### config.mk
export PLATFORM = sky130hd
export DESIGN_NAME = decode_issue
export DESIGN_NICKNAME = d
export VERILOG_FILES = /design/src/rtl/decode_pkg.sv /design/src/rtl/inst_field_decode.sv /design/src/rtl/decode_issue.sv
export SDC_FILE = /design/constraint.sdc
export NUM_CORES = 1
export LEC_CHECK = 0
export BUFFER_PORTS_ARGS = -buffer_cell sky130_fd_sc_hd__buf_2
export CAP_MARGIN = 0
export CELL_PAD_IN_SITES_DETAIL_PLACEMENT = 0
export CELL_PAD_IN_SITES_GLOBAL_PLACEMENT = 1
export CORE_UTILIZATION = 40
export DETAILED_ROUTE_END_ITERATION = 16
export PLACE_DENSITY = 0.81
export SYNTH_ARGS = -nofsm -noshare
export SYNTH_HDL_FRONTEND = slang
export SYNTH_SLANG_ARGS = --single-unit
### constraint.sdc
create_clock -name clk_in -period 5.27 [get_ports clk_in]
set_clock_uncertainty 0.05 [all_clocks]
set_input_delay 0.2635 -clock clk_in [delete_from_list [all_inputs] [get_ports clk_in]]
set_output_delay 0.2635 -clock clk_in [all_outputs]
set_load 0.005 [all_outputs]
### src/rtl/decode_pkg.sv
// Shared definitions for the decode/issue stage.
//   - RV32I major opcodes
//   - op_type codes carried to ROB/RS/LSB (6 bits)
//   - issue FSM state enum
//   - is_lsb_op(): unit routing helper
package decode_pkg;

    localparam logic [6:0] OPC_LUI    = 7'h37;
    localparam logic [6:0] OPC_AUIPC  = 7'h17;
    localparam logic [6:0] OPC_JAL    = 7'h6F;
    localparam logic [6:0] OPC_JALR   = 7'h67;
    localparam logic [6:0] OPC_BRANCH = 7'h63;
    localparam logic [6:0] OPC_LOAD   = 7'h03;
    localparam logic [6:0] OPC_STORE  = 7'h23;
    localparam logic [6:0] OPC_OP_IMM = 7'h13;
    localparam logic [6:0] OPC_OP     = 7'h33;

    typedef logic [5:0] op_t;

    localparam op_t OP_LUI     = 6'd0;
    localparam op_t OP_AUIPC   = 6'd1;
    localparam op_t OP_JAL     = 6'd2;
    localparam op_t OP_JALR    = 6'd3;
    localparam op_t OP_BEQ     = 6'd4;
    localparam op_t OP_BNE     = 6'd5;
    localparam op_t OP_BLT     = 6'd6;
    localparam op_t OP_BGE     = 6'd7;
    localparam op_t OP_BLTU    = 6'd8;
    localparam op_t OP_BGEU    = 6'd9;
    localparam op_t OP_LB      = 6'd10;
    localparam op_t OP_LH      = 6'd11;
    localparam op_t OP_LW      = 6'd12;
    localparam op_t OP_LBU     = 6'd13;
    localparam op_t OP_LHU     = 6'd14;
    localparam op_t OP_SB      = 6'd15;
    localparam op_t OP_SH      = 6'd16;
    localparam op_t OP_SW      = 6'd17;
    localparam op_t OP_ADDI    = 6'd18;
    localparam op_t OP_SLTI    = 6'd19;
    localparam op_t OP_SLTIU   = 6'd20;
    localparam op_t OP_XORI    = 6'd21;
    localparam op_t OP_ORI     = 6'd22;
    localparam op_t OP_ANDI    = 6'd23;
    localparam op_t OP_SLLI    = 6'd24;
    localparam op_t OP_SRLI    = 6'd25;
    localparam op_t OP_SRAI    = 6'd26;
    localparam op_t OP_ADD     = 6'd28;
    localparam op_t OP_SUB     = 6'd29;
    localparam op_t OP_SLL     = 6'd30;
    localparam op_t OP_SLT     = 6'd31;
    localparam op_t OP_SLTU    = 6'd32;
    localparam op_t OP_XOR     = 6'd33;
    localparam op_t OP_SRL     = 6'd34;
    localparam op_t OP_SRA     = 6'd35;
    localparam op_t OP_OR      = 6'd36;
    localparam op_t OP_AND     = 6'd37;
    localparam op_t OP_ILLEGAL = 6'd40;

    typedef enum logic {
        RUN       = 1'b0,
        JALR_WAIT = 1'b1
    } state_t;

    // Loads and stores go to the LSB; everything else (illegal included) to the RS.
    function automatic logic is_lsb_op(input op_t op);
        return (op >= OP_LB) && (op <= OP_SW);
    endfunction

endpackage

### src/rtl/inst_field_decode.sv
// Combinational RV32I field decoder.
//   inst, pc          : instruction word and its address
//   op_type           : decode_pkg op code (OP_ILLEGAL for anything unlisted)
//   rd, rs1, rs2      : register indices, zeroed where the format has none
//   imm               : format immediate (AUIPC already has pc added)
//   to_rs, to_lsb     : one-hot destination unit
module inst_field_decode
    import decode_pkg::*;
#(
    parameter int REG_ID_BIT = 5
) (
    input  logic [31:0]           inst,
    input  logic [31:0]           pc,
    output op_t                   op_type,
    output logic [REG_ID_BIT-1:0] rd,
    output logic [REG_ID_BIT-1:0] rs1,
    output logic [REG_ID_BIT-1:0] rs2,
    output logic [31:0]           imm,
    output logic                  to_rs,
    output logic                  to_lsb
);

    logic [6:0]  opcode;
    logic [2:0]  funct3;
    logic [6:0]  funct7;
    logic [31:0] imm_i, imm_s, imm_b, imm_u, imm_j, imm_sh;
    logic        use_rd, use_rs1, use_rs2;

    assign opcode = inst[6:0];
    assign funct3 = inst[14:12];
    assign funct7 = inst[31:25];

    assign imm_i  = {{20{inst[31]}}, inst[31:20]};
    assign imm_s  = {{20{inst[31]}}, inst[31:25], inst[11:7]};
    assign imm_b  = {{19{inst[31]}}, inst[31], inst[7], inst[30:25], inst[11:8], 1'b0};
    assign imm_u  = {inst[31:12], 12'b0};
    assign imm_j  = {{11{inst[31]}}, inst[31], inst[19:12], inst[20], inst[30:21], 1'b0};
    assign imm_sh = {27'b0, inst[24:20]};

    always_comb begin
        op_type = OP_ILLEGAL;
        imm     = '0;
        use_rd  = 1'b0;
        use_rs1 = 1'b0;
        use_rs2 = 1'b0;
        case (opcode)
            OPC_LUI: begin
                op_type = OP_LUI;
                imm     = imm_u;
                use_rd  = 1'b1;
            end
            OPC_AUIPC: begin
                op_type = OP_AUIPC;
                imm     = pc + imm_u;
                use_rd  = 1'b1;
            end
            OPC_JAL: begin
                op_type = OP_JAL;
                imm     = imm_j;
                use_rd  = 1'b1;
            end
            OPC_JALR: begin
                if (funct3 == 3'd0) begin
                    op_type = OP_JALR;
                    imm     = imm_i;
                    use_rd  = 1'b1;
                    use_rs1 = 1'b1;
                end
            end
            OPC_BRANCH: begin
                case (funct3)
                    3'd0:    op_type = OP_BEQ;
                    3'd1:    op_type = OP_BNE;
                    3'd4:    op_type = OP_BLT;
                    3'd5:    op_type = OP_BGE;
                    3'd6:    op_type = OP_BLTU;
                    3'd7:    op_type = OP_BGEU;
                    default: op_type = OP_ILLEGAL;
                endcase
                if (op_type != OP_ILLEGAL) begin
                    imm     = imm_b;
                    use_rs1 = 1'b1;
                    use_rs2 = 1'b1;
                end
            end
            OPC_LOAD: begin
                case (funct3)
                    3'd0:    op_type = OP_LB;
                    3'd1:    op_type = OP_LH;
                    3'd2:    op_type = OP_LW;
                    3'd4:    op_type = OP_LBU;
                    3'd5:    op_type = OP_LHU;
                    default: op_type = OP_ILLEGAL;
                endcase
                if (op_type != OP_ILLEGAL) begin
                    imm     = imm_i;
                    use_rd  = 1'b1;
                    use_rs1 = 1'b1;
                end
            end
            OPC_STORE: begin
                case (funct3)
                    3'd0:    op_type = OP_SB;
                    3'd1:    op_type = OP_SH;
                    3'd2:    op_type = OP_SW;
                    default: op_type = OP_ILLEGAL;
                endcase
                if (op_type != OP_ILLEGAL) begin
                    imm     = imm_s;
                    use_rs1 = 1'b1;
                    use_rs2 = 1'b1;
                end
            end
            OPC_OP_IMM: begin
                case (funct3)
                    3'd0: op_type = OP_ADDI;
                    3'd2: op_type = OP_SLTI;
                    3'd3: op_type = OP_SLTIU;
                    3'd4: op_type = OP_XORI;
                    3'd6: op_type = OP_ORI;
                    3'd7: op_type = OP_ANDI;
                    3'd1: op_type = (funct7 == 7'h00) ? OP_SLLI : OP_ILLEGAL;
                    3'd5: op_type = (funct7 == 7'h00) ? OP_SRLI :
                                    (funct7 == 7'h20) ? OP_SRAI : OP_ILLEGAL;
                    default: op_type = OP_ILLEGAL;
                endcase
                if (op_type != OP_ILLEGAL) begin
                    // Shifts carry only the 5-bit shamt, never the funct7 bits.
                    imm     = (funct3 == 3'd1 || funct3 == 3'd5) ? imm_sh : imm_i;
                    use_rd  = 1'b1;
                    use_rs1 = 1'b1;
                end
            end
            OPC_OP: begin
                case ({funct7, funct3})
                    {7'h00, 3'd0}: op_type = OP_ADD;
                    {7'h20, 3'd0}: op_type = OP_SUB;
                    {7'h00, 3'd1}: op_type = OP_SLL;
                    {7'h00, 3'd2}: op_type = OP_SLT;
                    {7'h00, 3'd3}: op_type = OP_SLTU;
                    {7'h00, 3'd4}: op_type = OP_XOR;
                    {7'h00, 3'd5}: op_type = OP_SRL;
                    {7'h20, 3'd5}: op_type = OP_SRA;
                    {7'h00, 3'd6}: op_type = OP_OR;
                    {7'h00, 3'd7}: op_type = OP_AND;
                    default:       op_type = OP_ILLEGAL;
                endcase
                if (op_type != OP_ILLEGAL) begin
                    use_rd  = 1'b1;
                    use_rs1 = 1'b1;
                    use_rs2 = 1'b1;
                end
            end
            default: op_type = OP_ILLEGAL;
        endcase
    end

    assign rd     = use_rd  ? REG_ID_BIT'(inst[11:7])  : '0;
    assign rs1    = use_rs1 ? REG_ID_BIT'(inst[19:15]) : '0;
    assign rs2    = use_rs2 ? REG_ID_BIT'(inst[24:20]) : '0;
    assign to_lsb = is_lsb_op(op_type);
    assign to_rs  = !to_lsb;

endmodule

### src/rtl/decode_issue.sv
// Decode/issue stage: takes one instruction-queue entry, decodes it and holds
// it in a single output register until ROB and the selected RS/LSB take it.
//   clk_in, rst_in (async, active-high), rdy_in (global pause)
//   if_valid/if_pc/if_inst/if_ready : instruction-queue handshake
//   clear                           : mispredict flush
//   rob_full/rs_full/lsb_full       : downstream back-pressure
//   rob_free_id -> rob_tag          : ROB tag for the held entry
//   out_valid/to_rs/to_lsb + fields : issued instruction
//   jalr_done/jalr_target           : JALR resolution from execute
//   redirect_valid/redirect_pc      : one-cycle fetch redirect
// Build option: define DECODE_BTFN_EN for backward-taken/forward-not-taken
// branch prediction; default build predicts every branch not-taken.
module decode_issue
    import decode_pkg::*;
#(
    parameter int REG_ID_BIT    = 5,
    parameter int ROB_WIDTH_BIT = 4
) (
    input  logic                     clk_in,
    input  logic                     rst_in,
    input  logic                     rdy_in,
    input  logic                     if_valid,
    input  logic [31:0]              if_pc,
    input  logic [31:0]              if_inst,
    output logic                     if_ready,
    input  logic                     clear,
    input  logic                     rob_full,
    input  logic                     rs_full,
    input  logic                     lsb_full,
    input  logic [ROB_WIDTH_BIT-1:0] rob_free_id,
    output logic [ROB_WIDTH_BIT-1:0] rob_tag,
    output logic                     out_valid,
    output logic                     to_rs,
    output logic                     to_lsb,
    output logic [5:0]               op_type,
    output logic [REG_ID_BIT-1:0]    rd,
    output logic [REG_ID_BIT-1:0]    rs1,
    output logic [REG_ID_BIT-1:0]    rs2,
    output logic [31:0]              imm,
    output logic [31:0]              inst_pc,
    output logic                     pred_taken,
    input  logic                     jalr_done,
    input  logic [31:0]              jalr_target,
    output logic                     redirect_valid,
    output logic [31:0]              redirect_pc
);

`ifdef DECODE_BTFN_EN
    localparam bit BTFN_EN = 1'b1;
`else
    localparam bit BTFN_EN = 1'b0;
`endif

    op_t                   dec_op;
    logic [REG_ID_BIT-1:0] dec_rd, dec_rs1, dec_rs2;
    logic [31:0]           dec_imm;
    logic                  dec_to_rs, dec_to_lsb;

    inst_field_decode #(.REG_ID_BIT(REG_ID_BIT)) u_dec (
        .inst    (if_inst),
        .pc      (if_pc),
        .op_type (dec_op),
        .rd      (dec_rd),
        .rs1     (dec_rs1),
        .rs2     (dec_rs2),
        .imm     (dec_imm),
        .to_rs   (dec_to_rs),
        .to_lsb  (dec_to_lsb)
    );

    state_t      state, state_d;
    logic        accept, load;
    logic        dec_branch, dec_pred;
    logic [31:0] jump_target;
    logic        redirect_d;
    logic [31:0] redirect_pc_d;

    assign accept   = out_valid && !rob_full && !(to_rs ? rs_full : lsb_full);
    // rst_in term keeps if_ready low during reset, since it is combinational.
    assign if_ready = rdy_in && !rst_in && (state == RUN) && (!out_valid || accept) && !clear;
    assign load     = if_valid && if_ready;

    // The held entry's tag is whatever the ROB would allocate when it accepts.
    assign rob_tag  = out_valid ? rob_free_id : '0;

    assign dec_branch  = (dec_op >= OP_BEQ) && (dec_op <= OP_BGEU);
    // JAL is always redirected at decode, so it never reports a prediction.
    assign dec_pred    = BTFN_EN && dec_branch && dec_imm[31];
    // Valid for JAL (imm_j) and branches (imm_b) only.
    assign jump_target = if_pc + dec_imm;

    always_ff @(posedge clk_in or posedge rst_in) begin
        if (rst_in) state <= RUN;
        else        state <= state_d;
    end

    always_comb begin
        state_d       = state;
        redirect_d    = 1'b0;
        redirect_pc_d = redirect_pc;
        if (clear) begin
            state_d = RUN;
        end else if (rdy_in) begin
            case (state)
                RUN: begin
                    if (load && dec_op == OP_JALR) state_d = JALR_WAIT;
                    if (load && (dec_op == OP_JAL || dec_pred)) begin
                        redirect_d    = 1'b1;
                        redirect_pc_d = jump_target;
                    end
                end
                JALR_WAIT: begin
                    if (jalr_done) begin
                        state_d       = RUN;
                        redirect_d    = 1'b1;
                        redirect_pc_d = jalr_target & ~32'd1;
                    end
                end
                default: state_d = RUN;
            endcase
        end
    end

    always_ff @(posedge clk_in or posedge rst_in) begin
        if (rst_in) begin
            redirect_valid <= 1'b0;
            redirect_pc    <= '0;
        end else begin
            redirect_valid <= redirect_d;
            redirect_pc    <= redirect_pc_d;
        end
    end

    // Output entry: fields change only on load, so they stay put while stalled.
    always_ff @(posedge clk_in or posedge rst_in) begin
        if (rst_in) begin
            out_valid  <= 1'b0;
            to_rs      <= 1'b0;
            to_lsb     <= 1'b0;
            op_type    <= '0;
            rd         <= '0;
            rs1        <= '0;
            rs2        <= '0;
            imm        <= '0;
            inst_pc    <= '0;
            pred_taken <= 1'b0;
        end else if (clear) begin
            out_valid <= 1'b0;
        end else if (rdy_in) begin
            if (load) begin
                out_valid  <= 1'b1;
                to_rs      <= dec_to_rs;
                to_lsb     <= dec_to_lsb;
                op_type    <= dec_op;
                rd         <= dec_rd;
                rs1        <= dec_rs1;
                rs2        <= dec_rs2;
                imm        <= dec_imm;
                inst_pc    <= if_pc;
                pred_taken <= dec_pred;
            end else if (accept) begin
                out_valid <= 1'b0;
            end
        end
    end

endmodule

# Word level (Yosys, flattened, before mapping)
# Index checks and enable logic that the tools add are counted.
[classes] n_eq_ne=35 add_sub_neg=2 n_bitwise=2 n_lt_le_gt_ge=2 n_mux=53 reduce_logical=27
[op_table] cell="32-bit 2-to-1 mux" count=8
[op_table] cell="32-bit case mux with 8 select lines" count=1
[op_table] cell="32-bit adder" count=2
[op_table] cell="32-bit case mux with 2 select lines" count=1
[op_table] cell="6-bit case mux with 10 select lines" count=1
[op_table] cell="6-bit 2-to-1 mux" count=9
[op_table] cell="6-bit case mux with 9 select lines" count=1
[op_table] cell="6-bit case mux with 8 select lines" count=1
[op_table] cell="10-bit by 3-bit == test with 1-bit output (second input constant)" count=4
[op_table] cell="6-bit case mux with 6 select lines" count=1
[op_table] cell="6-bit != test (second input constant)" count=5
[op_table] cell="6-bit case mux with 5 select lines" count=1
[op_table] cell="7-bit by 6-bit == test with 1-bit output (second input constant)" count=4
[op_table] cell="7-bit == test (second input constant)" count=3
[op_table] cell="10-bit by 2-bit == test with 1-bit output (second input constant)" count=2
[op_table] cell="10-bit by 9-bit == test with 1-bit output (second input constant)" count=2
[op_table] cell="1-bit 2-to-1 mux" count=19
[op_table] cell="6-bit case mux with 3 select lines" count=1
[op_table] cell="5-bit 2-to-1 mux" count=3
[op_table] cell="7-bit by 5-bit == test with 1-bit output (second input constant)" count=2
[op_table] cell="3-bit == test (second input constant)" count=4
[op_table] cell="6-bit by 2-bit == test with 1-bit output (second input constant)" count=2
[op_table] cell="10-bit by 1-bit == test with 1-bit output (second input constant)" count=1
[op_table] cell="1-bit logical AND" count=10
[op_table] cell="other kinds (24)" count=33
[word_totals] ff_bits=122 inputBits=109 wordCells=133

# Logic depth before layout (Yosys ltp)
# Gate-level depths: netlist of the first run.
[depth] depth_word=12 depth_mapped=23 mapped_depth_nobuf=23

# Cells and area by module
# A second synthesis of the first run with hierarchy kept.
[hier_totals] cells_unflattened=937 hier_area_um2=8792.2
[by_module_without_submodules] module="decode_issue" instances=1 area_each_um2=6537.5 cells_per_inst=603
[by_module_without_submodules] module="inst_field_decode" instances=1 area_each_um2=2254.7 cells_per_inst=334

# Worst setup path before layout of the first run
# No wires, ideal clock.
[synth_timing] path_kind="input to register" start="input port if_inst[13]" end="register redirect_pc[28]" t_arrival_ns=4.399 stages=20 path_slack_ns=0.756 setup_ns=0.065 cell_sequence="clkbuf_1 clkbuf_1 buf_1 nand2_1 a311o_1 inv_1 nand2_1 a222oi_1 inv_1 ha_1 nor2b_1 o31a_1 o31ai_1 o21ai_0 a211oi_1 o211a_1 nor2_1 xnor2_1 o211ai_1 o21a_1"
[synth_between] elab_chain_cells=9
[synth_rtl] element="start, declared" line_no="decode_issue.sv:24" source="input logic [31:0] if_inst,"
[synth_rtl] element="3-bit == test (tied with other cells)" line_no="inst_field_decode.sv:71, inst_field_decode.sv:87, inst_field_decode.sv:115"
[synth_rtl] element="6-bit case mux with 8 select lines (tied with other cells)" line_no="inst_field_decode.sv:115" source="case (funct3)"
[synth_rtl] element="6-bit 2-to-1 mux" line_no="inst_field_decode.sv:46" source="case (opcode)"
[synth_rtl] element="6-bit != test (on tied branches)"
[synth_rtl] element="32-bit 2-to-1 mux (on tied branches)"
[synth_rtl] element="32-bit case mux with 8 select lines (*)" line_no="inst_field_decode.sv:46"
[synth_rtl] element="via dec_imm[2]" line_no="decode_issue.sv:56" source="logic [31:0] dec_imm;"
[synth_rtl] element="32-bit adder (*)" line_no="decode_issue.sv:90" source="assign jump_target = if_pc + dec_imm;"
[synth_rtl] element="32-bit 2-to-1 mux (*)" line_no="decode_issue.sv:107" source="if (load && (dec_op == OP_JAL || dec_pred)) begin"
[synth_rtl] element="32-bit case mux with 2 select lines (*)" line_no="decode_issue.sv:104" source="case (state)"
[synth_rtl] element="end signal, assigned" line_no="decode_issue.sv:130" source="redirect_pc <= redirect_pc_d;"
[synth_rtl] element="end, declared" line_no="decode_issue.sv:45" source="output logic [31:0] redirect_pc"
# The timed path passes the listed nets; every way through them passes the cells marked *. The select of a mux whose other input is x is not followed.
# A chain may end at the register's enable or synchronous reset.

# Worst setup path in the final report of the first run
[layout_timing] start="input port if_inst[12]" end="register redirect_pc[31]"
[layout_between] elab_chain_cells=9
[layout_rtl] element="3-bit == test (tied with other cells)"
[layout_rtl] element="6-bit case mux with 8 select lines (tied with other cells)" line_no="inst_field_decode.sv:115"
[layout_rtl] element="6-bit 2-to-1 mux" line_no="inst_field_decode.sv:46"
[layout_rtl] element="6-bit != test (on tied branches)"
[layout_rtl] element="32-bit 2-to-1 mux (on tied branches)"
[layout_rtl] element="32-bit case mux with 8 select lines (*)" line_no="inst_field_decode.sv:46"
[layout_rtl] element="via dec_imm[22]" line_no="decode_issue.sv:56"
[layout_rtl] element="32-bit adder (*)" line_no="decode_issue.sv:90"
[layout_rtl] element="32-bit 2-to-1 mux (*)" line_no="decode_issue.sv:107"
[layout_rtl] element="32-bit case mux with 2 select lines (*)" line_no="decode_issue.sv:104"
# Marked as above.

==> metrics.txt, run 1 <==
status=finished, violations left; failing checks=negative hold slack; power per cell area=265 nW/um^2; dominant synthesized flop cell=sky130_fd_sc_hd__dfrtp_1; Root Buffer Master=sky130_fd_sc_hd__clkbuf_16; Final Net Count=1317; endpoints failing hold=31; type of the setup path with the least slack=primary input to flop; Worst Reg2Reg Path Length in Cells=11; fraction of the yosys area taken by sequential cells=36.3%; DRC=0; routed wire length=26.9 mm; Starting DRT DRC Count=543; total of max-cap violations=0; Period minus WS final=4.63 ns; Worst Setup Start Kind=primary input; worst slack at placement=0.262 ns; Most Crowded Layer GR=met2; Synth area leaders=sky130_fd_sc_hd__dfrtp_1 (36%), sky130_fd_sc_hd__mux2_2 (8.0%), sky130_fd_sc_hd__ha_1 (7.4%); post-route cell area=10500 um^2; Overall Global Routing Usage=24.9%; post-synth top area share=36.3%; total negative setup slack=0 ns; Synth Warn #=0; number of vias per cell after detailed routing=5.61; total of endpoints with negative setup slack in the final report=0; number of nets with antenna violations after routing=0; overall power of the completed layout=2.78 mW; clk sinks=122; setup repair after global routing missed its margin=no; detailed-route wire length per cell=18.7 um; timing-limited maximum frequency=216 MHz; TritonCTS clock tree=built; multi-input gate area in the final layout=5050 um^2; met2 usage in global routing=39.2%; number of max-slew violations in the final report=0; ports placed on the boundary=236; CTS H-Tree Depth=4; count of mapped cells out of synthesis=927; Filler Cells Inserted=1978; Chip Height=147 um; Initial Util=41.1%; total placed instance area=9880 um^2; total die area=21600 um^2; worst vdd ir=0.000214 V; static power due to leakage=5.31 nW; area added between synthesis and finish=24.7%; syn avg cell area=9.06 um^2; Sequential cell area=3050 um^2; number of vias in the routed layout=8081; number of distinct library cells after synthesis=74; number of standard cells in the layout, taps in and fillers out=1440; source-to-sink clock delay at the later pin of the worst-skew pair=0.43 ns; Worst slew margin=13.7%; drt pass-1 iters=5; die span in x=147 um; Syn Nets=1088; antenna violations before repair=0; area leader, netlist=sky130_fd_sc_hd__dfrtp_1; Post-synth ARST share=100%; HPWL after DPL=20.6 mm; critical path arrival=4.88 ns; number of buffers inserted by port buffering=233; pin count of the biggest net entering global routing=84; Tightest Hold Check Type=primary input to async pin; CTS Buffer Depth=2; Final Wtd Congestion=0.899; setup slack after layout=0.642 ns; number of synthesized flops with an enable pin=0; fraction of final layout cells with drive strength greater than 1=30.7%; required time at the endpoint of the critical path=5.52 ns; slew at the pin closest to its max-slew limit=1.28 ns; count of state elements after synthesis=122; Hold Slack=-0.0162 ns; CTS Buf Count=17; overflow left after global routing=0; GRT met3 Usage=4.91%; Placement Rows=52; part of the cycle the worst path needs=87.8%; placed instance count=1406; Mapped Area=8400 um^2; maximum fanout along the worst path=12; met1 Resource Use GR=34.5%; CTS clk-pin slew, worst paths=0.06 ns; first-pass GRT wire length=41.7 mm; vias in the first global route=7569; area of the core region=20400 um^2; nature of the critical path endpoint=flop
stage by stage:
step | util [%] | hold WS, ns
floorplan | - | 0.277
detailed placement | 48.3 | 0.402
global placement | 48.3 | 0.398
CTS | 51.3 | 0.0101
global route | 51.3 | 0.0425
finish | 51.3 | -0.0162
worst paths after layout:
path,slack [ns],end,startpoint
min reg2reg,0.42,op_type[1]$_DFFE_PP0P_,op_type[1]$_DFFE_PP0P_
max in group asynchronous,3.87,redirect_pc[21]$_DFFE_PP0P_,rst_in
max reg2reg,1.49,redirect_pc[11]$_DFFE_PP0P_,to_rs$_DFFE_PP0P_
max,0.64,redirect_pc[31]$_DFFE_PP0P_,if_inst[12]
min in group clk_in,0.03,rd[1]$_DFFE_PP0P_,if_inst[8]
min,-0.02,rd[0]$_DFFE_PP0P_,rst_in
power breakdown:
group          internal (mW)  switching [mW]
sequential              1.01          0.0330
clock                  0.704           0.493
combinational          0.246           0.289
cell type report:
type,instances,share of cell area (%)
Tap cell,270,3.22
Sequential cell,122,29.1
Multi-Input combinational cell,732,48.2
Clock inverter,15,1.56
Clock buffer,17,4.06
Antenna cell,1,0.0239
Inverter,28,1.03
Timing Repair Buffer,255,12.7
cell families after synthesis:
| logic type | synth area share [%] |
|---|---|
| adders and majority gates | 7.92 |
| xor gates and xnor gates | 4.17 |
| other | 0.0446 |
| and+or+nand+nor | 15.5 |
| muxes | 9.25 |
| buffers and inverters | 3.65 |
| AOI/OAI and AO/OA | 23.1 |
| DFF | 36.3 |
cells in the final DEF (no fill, tap or decap), types with 6 or more instances in the layout:
master and instances:
sky130_fd_sc_hd__and2_1 13, sky130_fd_sc_hd__a21o_1 15, sky130_fd_sc_hd__xor2_1 14, sky130_fd_sc_hd__a31oi_1 13, sky130_fd_sc_hd__o211ai_1 7, sky130_fd_sc_hd__mux2_2 60, sky130_fd_sc_hd__nand2b_1 9, sky130_fd_sc_hd__nand2_1 70
sky130_fd_sc_hd__nor3_1 21, sky130_fd_sc_hd__nor2b_1 9, sky130_fd_sc_hd__a21oi_1 103, sky130_fd_sc_hd__buf_4 21, sky130_fd_sc_hd__inv_6 6, sky130_fd_sc_hd__a22o_1 22, sky130_fd_sc_hd__mux2i_1 9, sky130_fd_sc_hd__inv_1 24
sky130_fd_sc_hd__o31ai_1 6, sky130_fd_sc_hd__nand3_1 15, sky130_fd_sc_hd__nor2_1 92, sky130_fd_sc_hd__nor4_1 6, sky130_fd_sc_hd__o21ai_0 56, sky130_fd_sc_hd__buf_2 233, sky130_fd_sc_hd__a211oi_1 11, sky130_fd_sc_hd__or3_1 8
sky130_fd_sc_hd__xnor2_1 26, sky130_fd_sc_hd__ha_1 50, sky130_fd_sc_hd__dfrtp_1 121, sky130_fd_sc_hd__clkbuf_16 17
what timing repair did:
| item | 4_1_cts | 5_1_grt |
|---|---|---|
| hold buffers | 1 | 0 |
| hold endpoints to repair | 1 | 0 |
| gates resized for setup | 0 | 0 |
| setup buffers | 0 | 0 |
state kept, by name (all words and copies together), names as in the netlist, 5 cells and up:
name and flops:
rd 5, op_type 6, rs2 5, rs1 5, redirect_pc 32, imm 32, inst_pc 32
synth_stat cells, drive strengths merged, types with 3 or more instances:
| library cell | count |
|---|---|
| xnor2 | 26 |
| a21o | 15 |
| a211o | 5 |
| nand3 | 15 |
| nand2b | 9 |
| o31ai | 6 |
| nor2b | 9 |
| nor2 | 92 |
| o21ai | 57 |
| a22o | 22 |
| o2111ai | 3 |
| and3b | 3 |
| nand2 | 70 |
| o21a | 3 |
| nor3 | 21 |
| o21bai | 5 |
| a41oi | 3 |
| and3 | 5 |
| nand3b | 3 |
| nand4 | 3 |
| or3 | 8 |
| and2 | 13 |
| a211oi | 11 |
| a222oi | 5 |
| nor4 | 7 |
| mux2 | 61 |
| or4 | 4 |
| or2 | 3 |
| clkbuf | 30 |
| inv | 28 |
| buf | 15 |
| a31oi | 13 |
| a21oi | 103 |
| o211ai | 7 |
| o22ai | 4 |
| mux2i | 9 |
| dfrtp | 122 |
| ha | 50 |
| o31a | 5 |
| a221o | 5 |
| xor2 | 14 |
critical path: stages:
cell	delay, ns
sky130_fd_sc_hd__buf_2	0.23
sky130_fd_sc_hd__ha_1	0.24
sky130_fd_sc_hd__inv_1	0.06
sky130_fd_sc_hd__fa_1	0.40
sky130_fd_sc_hd__nor2b_1	0.12
sky130_fd_sc_hd__o21ai_0	0.10
sky130_fd_sc_hd__a21boi_0	0.28
sky130_fd_sc_hd__o21ai_0	0.17
sky130_fd_sc_hd__a21oi_1	0.31
sky130_fd_sc_hd__nor2_1	0.13
sky130_fd_sc_hd__o21bai_1	0.18
sky130_fd_sc_hd__xnor2_1	0.13
sky130_fd_sc_hd__o21ai_0	0.12
sky130_fd_sc_hd__ha_1	0.38
sky130_fd_sc_hd__and3_1	0.19
sky130_fd_sc_hd__nand3_1	0.08
sky130_fd_sc_hd__o31ai_1	0.28
sky130_fd_sc_hd__o21ai_0	0.13
sky130_fd_sc_hd__buf_4	0.16
sky130_fd_sc_hd__o31ai_1	0.32
sky130_fd_sc_hd__nor4_1	0.08
sky130_fd_sc_hd__nor3_1	0.23
sky130_fd_sc_hd__xor2_1	0.18
sky130_fd_sc_hd__o21ai_0	0.10
routing by layer:
metal,wire length (um),share of wire [%],up-vias
met5,0,0,-
met4,473,1.8,0
met3,1690,6.3,29
met2,12400,46,290
met1,12400,46,3861
li1,-,-,3901
No activity file was read; power rests on OpenSTA's default activity.
==> run 2, diff against run 1 <==
- CTS_BUF_LIST: not set -> sky130_fd_sc_hd__clkbuf_2 sky130_fd_sc_hd__clkbuf_4 sky130_fd_sc_hd__clkbuf_8
- CTS_CLUSTER_DIAMETER: not set -> 150
==> metrics.txt, run 2 (synthesized netlist as in run 1, its figures left out) <==
status=finished clean; Worst Setup Start Kind=primary input; total die area=21600 um^2 (unchanged); setup slack after layout=0.670 ns (+0.0285 ns); Placement Rows=52 (unchanged); pin count of the biggest net entering global routing=84 (unchanged); depth of the worst hold-timing path=2; most common library cell in the layout ignoring fill and taps=sky130_fd_sc_hd__buf_2; sequential share of power=42.5% (+4.9 points); slew at the pin closest to its max-slew limit=1.24 ns (-0.0403 ns); Post-CTS Hold Buffers=4 (+3); Tightest Hold Check Type=primary input to flop; Root Buffer Master=sky130_fd_sc_hd__clkbuf_8; detailed-route wire length per cell=18.6 um (-0.36%); fraction of final layout cells with drive strength greater than 1=30.6% (-0.079 points); timing-limited maximum frequency=217 MHz (+0.62%); clk sinks=122 (unchanged); sequence of cells on the critical path=buf_2 -> ha_1 -> inv_1 -> fa_1 -> nor2b_1 -> o21ai_0 -> a21boi_0 -> o21ai_0 -> a21oi_1 -> nor2_1 -> o21bai_1 -> xnor2_1 -> o21ai_0 -> ha_1 -> and3_1 -> nand3_1 -> o31ai_1 -> o21ai_0 -> buf_4 -> o31ai_1 -> nor4_1 -> nor3_1 -> xor2_1 -> o21ai_0; NetSw=766 uW (-6.0%); routed wire length=26.8 mm (-0.16%); share of power burned in combinational logic=21.9% (+2.6 points); CTS H-Tree Depth=4 (unchanged); max incr delay on CP=0.40 ns (about the same); DRC=0 (unchanged); Critical-path top delay cell=sky130_fd_sc_hd__fa_1; leading cell types in the layout, fill and taps excluded=sky130_fd_sc_hd__buf_2 (233), sky130_fd_sc_hd__dfrtp_1 (121), sky130_fd_sc_hd__a21oi_1 (103); ports placed on the boundary=236 (unchanged); total negative setup slack=0 ns (unchanged); vias in the first global route=7625 (+0.74%); number of nets with antenna violations after routing=0 (unchanged); source-to-sink clock delay at the later pin of the worst-skew pair=0.45 ns (+0.02 ns); area of the core region=20400 um^2 (unchanged); startpoint of the worst hold path=if_inst[11]; endpoints failing hold=0 (-100%); leading registers by flop count=imm (32), inst_pc (32), redirect_pc (32); TritonCTS clock tree=built; Chip Height=147 um (unchanged); internal cell power=1.69 mW (-14%); WP buf/inv=3 (unchanged); Worst Reg2Reg Path Length in Cells=11 (unchanged); part of the cycle the worst path needs=87.3% (-0.54 points); CTS Buf Count=17 (unchanged); Worst path top cell family by delay=compound AO/OA/AOI/OAI gates; number of gates resized after cts=0 (unchanged); die span in x=147 um (unchanged); Worst slew margin=16.4% (+2.7 points); Final Wtd Congestion=0.899 (unchanged); CTS clk-pin slew, worst paths=0.09 ns (+0.03 ns); flop2flop setup slack=1.50 ns (about the same); switching portion of total power=31.2% (+1.9 points); total of endpoints with negative setup slack in the final report=0 (unchanged); type of the setup path with the least slack=primary input to flop; hold path endpoint=rd[4]$_DFFE_PP0P_; worst vdd ir=0.000141 V (-34%); number of vias in the routed layout=8059 (-0.27%); critical path arrival=4.88 ns (about the same); nature of the critical path endpoint=flop; area added between synthesis and finish=22.8%; number of vias per cell after detailed routing=5.58 (-0.48%); total of max-cap violations=0 (unchanged); Initial Util=41.1% (unchanged); required time at the endpoint of the critical path=5.55 ns (+0.03 ns); number of buffers inserted by port buffering=233 (unchanged); HPWL after DPL=20.6 mm (unchanged); startpoint of the worst-slack reg-to-reg timing path=to_rs$_DFFE_PP0P_; maximum fanout along the worst path=12 (unchanged); Starting DRT DRC Count=544 (+0.18%); overall power of the completed layout=2.45 mW (-12%); worst slack at placement=0.262 ns (unchanged); number of max-slew violations in the final report=0 (unchanged); first-pass GRT wire length=41.7 mm (-0.17%); antenna violations before repair=0 (unchanged); Overall Global Routing Usage=24.8% (-0.13 points); CTS Buffer Depth=2 (unchanged); setup repair after global routing missed its margin=no; Clk network pwr share=35.6% (-7.5 points); power per cell area=238 nW/um^2 (-10%); most numerous cell on the critical path=sky130_fd_sc_hd__o21ai_0; drt pass-1 iters=5 (unchanged); Post-CTS Setup Inserts=0 (unchanged); overflow left after global routing=0 (unchanged); Final Net Count=1320 (+0.23%); Period minus WS final=4.60 ns (-0.0285 ns); static power due to leakage=5.24 nW (-1.4%); r2r endpoint=redirect_pc[11]$_DFFE_PP0P_
[run 2: how the worst max path moves through the flow]
stage,start,to,cells past startpoint
after global placement,if_inst[12],redirect_pc[31]$_DFFE_PP0P_,24
after CTS,if_inst[12],redirect_pc[31]$_DFFE_PP0P_,21
after global routing,if_inst[12],redirect_pc[31]$_DFFE_PP0P_,21
final,if_inst[12],redirect_pc[31]$_DFFE_PP0P_,24
after detailed placement,if_inst[12],redirect_pc[31]$_DFFE_PP0P_,24
after floorplan,if_inst[13],redirect_pc[28]$_DFFE_PP0P_,20
[run 2: metal layers]
metal | share of wire (%) | track usage (%)
met1 | 46 | 34.4
met2 | 45 | 38.9
met3 | 6.2 | 4.57
met4 | 2.0 | 8.30
met5 | 0 | 0
[run 2: worst register-to-register path: stages, from the launching register on]
cell and delay [ns]:
sky130_fd_sc_hd__dfrtp_1 0.39, sky130_fd_sc_hd__mux2i_1 0.25, sky130_fd_sc_hd__nand3_1 0.14, sky130_fd_sc_hd__a211o_4 0.49
sky130_fd_sc_hd__a221oi_1 0.34, sky130_fd_sc_hd__nand2b_1 0.11, sky130_fd_sc_hd__or4_1 0.49, sky130_fd_sc_hd__or3_1 0.42
sky130_fd_sc_hd__o21ai_4 0.35, sky130_fd_sc_hd__buf_4 0.45, sky130_fd_sc_hd__nor2_1 0.09, sky130_fd_sc_hd__a21oi_1 0.13
[run 2: power by group through the flow]
stage	clock [mW]	combinational (mW)	sequential, mW
floorplan	0	0.301	1.07
detailed placement	0	0.533	1.06
global route	0.925	0.592	1.05
finish	0.872	0.537	1.04
CTS	0.894	0.538	1.04
global placement	0	0.529	1.06
[run 2: area by class of cell]
type                    instances  area (um^2)
clock buffers                  17          234
repair buffers                258         1360
diodes                          1         2.50
clock inverters                15          164
flip-flops and latches        122         3050
multi-input cells             732         5050
inverters                      28          108
well taps                     270          338
fillers                      2007        10100
[run 2: metrics by stage]
step	instances	utilization [%]	hold slack, ns	instance area, um^2
3_5_place_dp	1406	48.3	0.402	9880
5_1_grt	1442	50.5	0.0120	10300
6_report	1443	50.5	0.0187	10300
3_3_place_gp	1406	48.3	0.398	9880
4_1_cts	1442	50.5	0.00118	10300
2_1_floorplan	927	-	0.277	8400
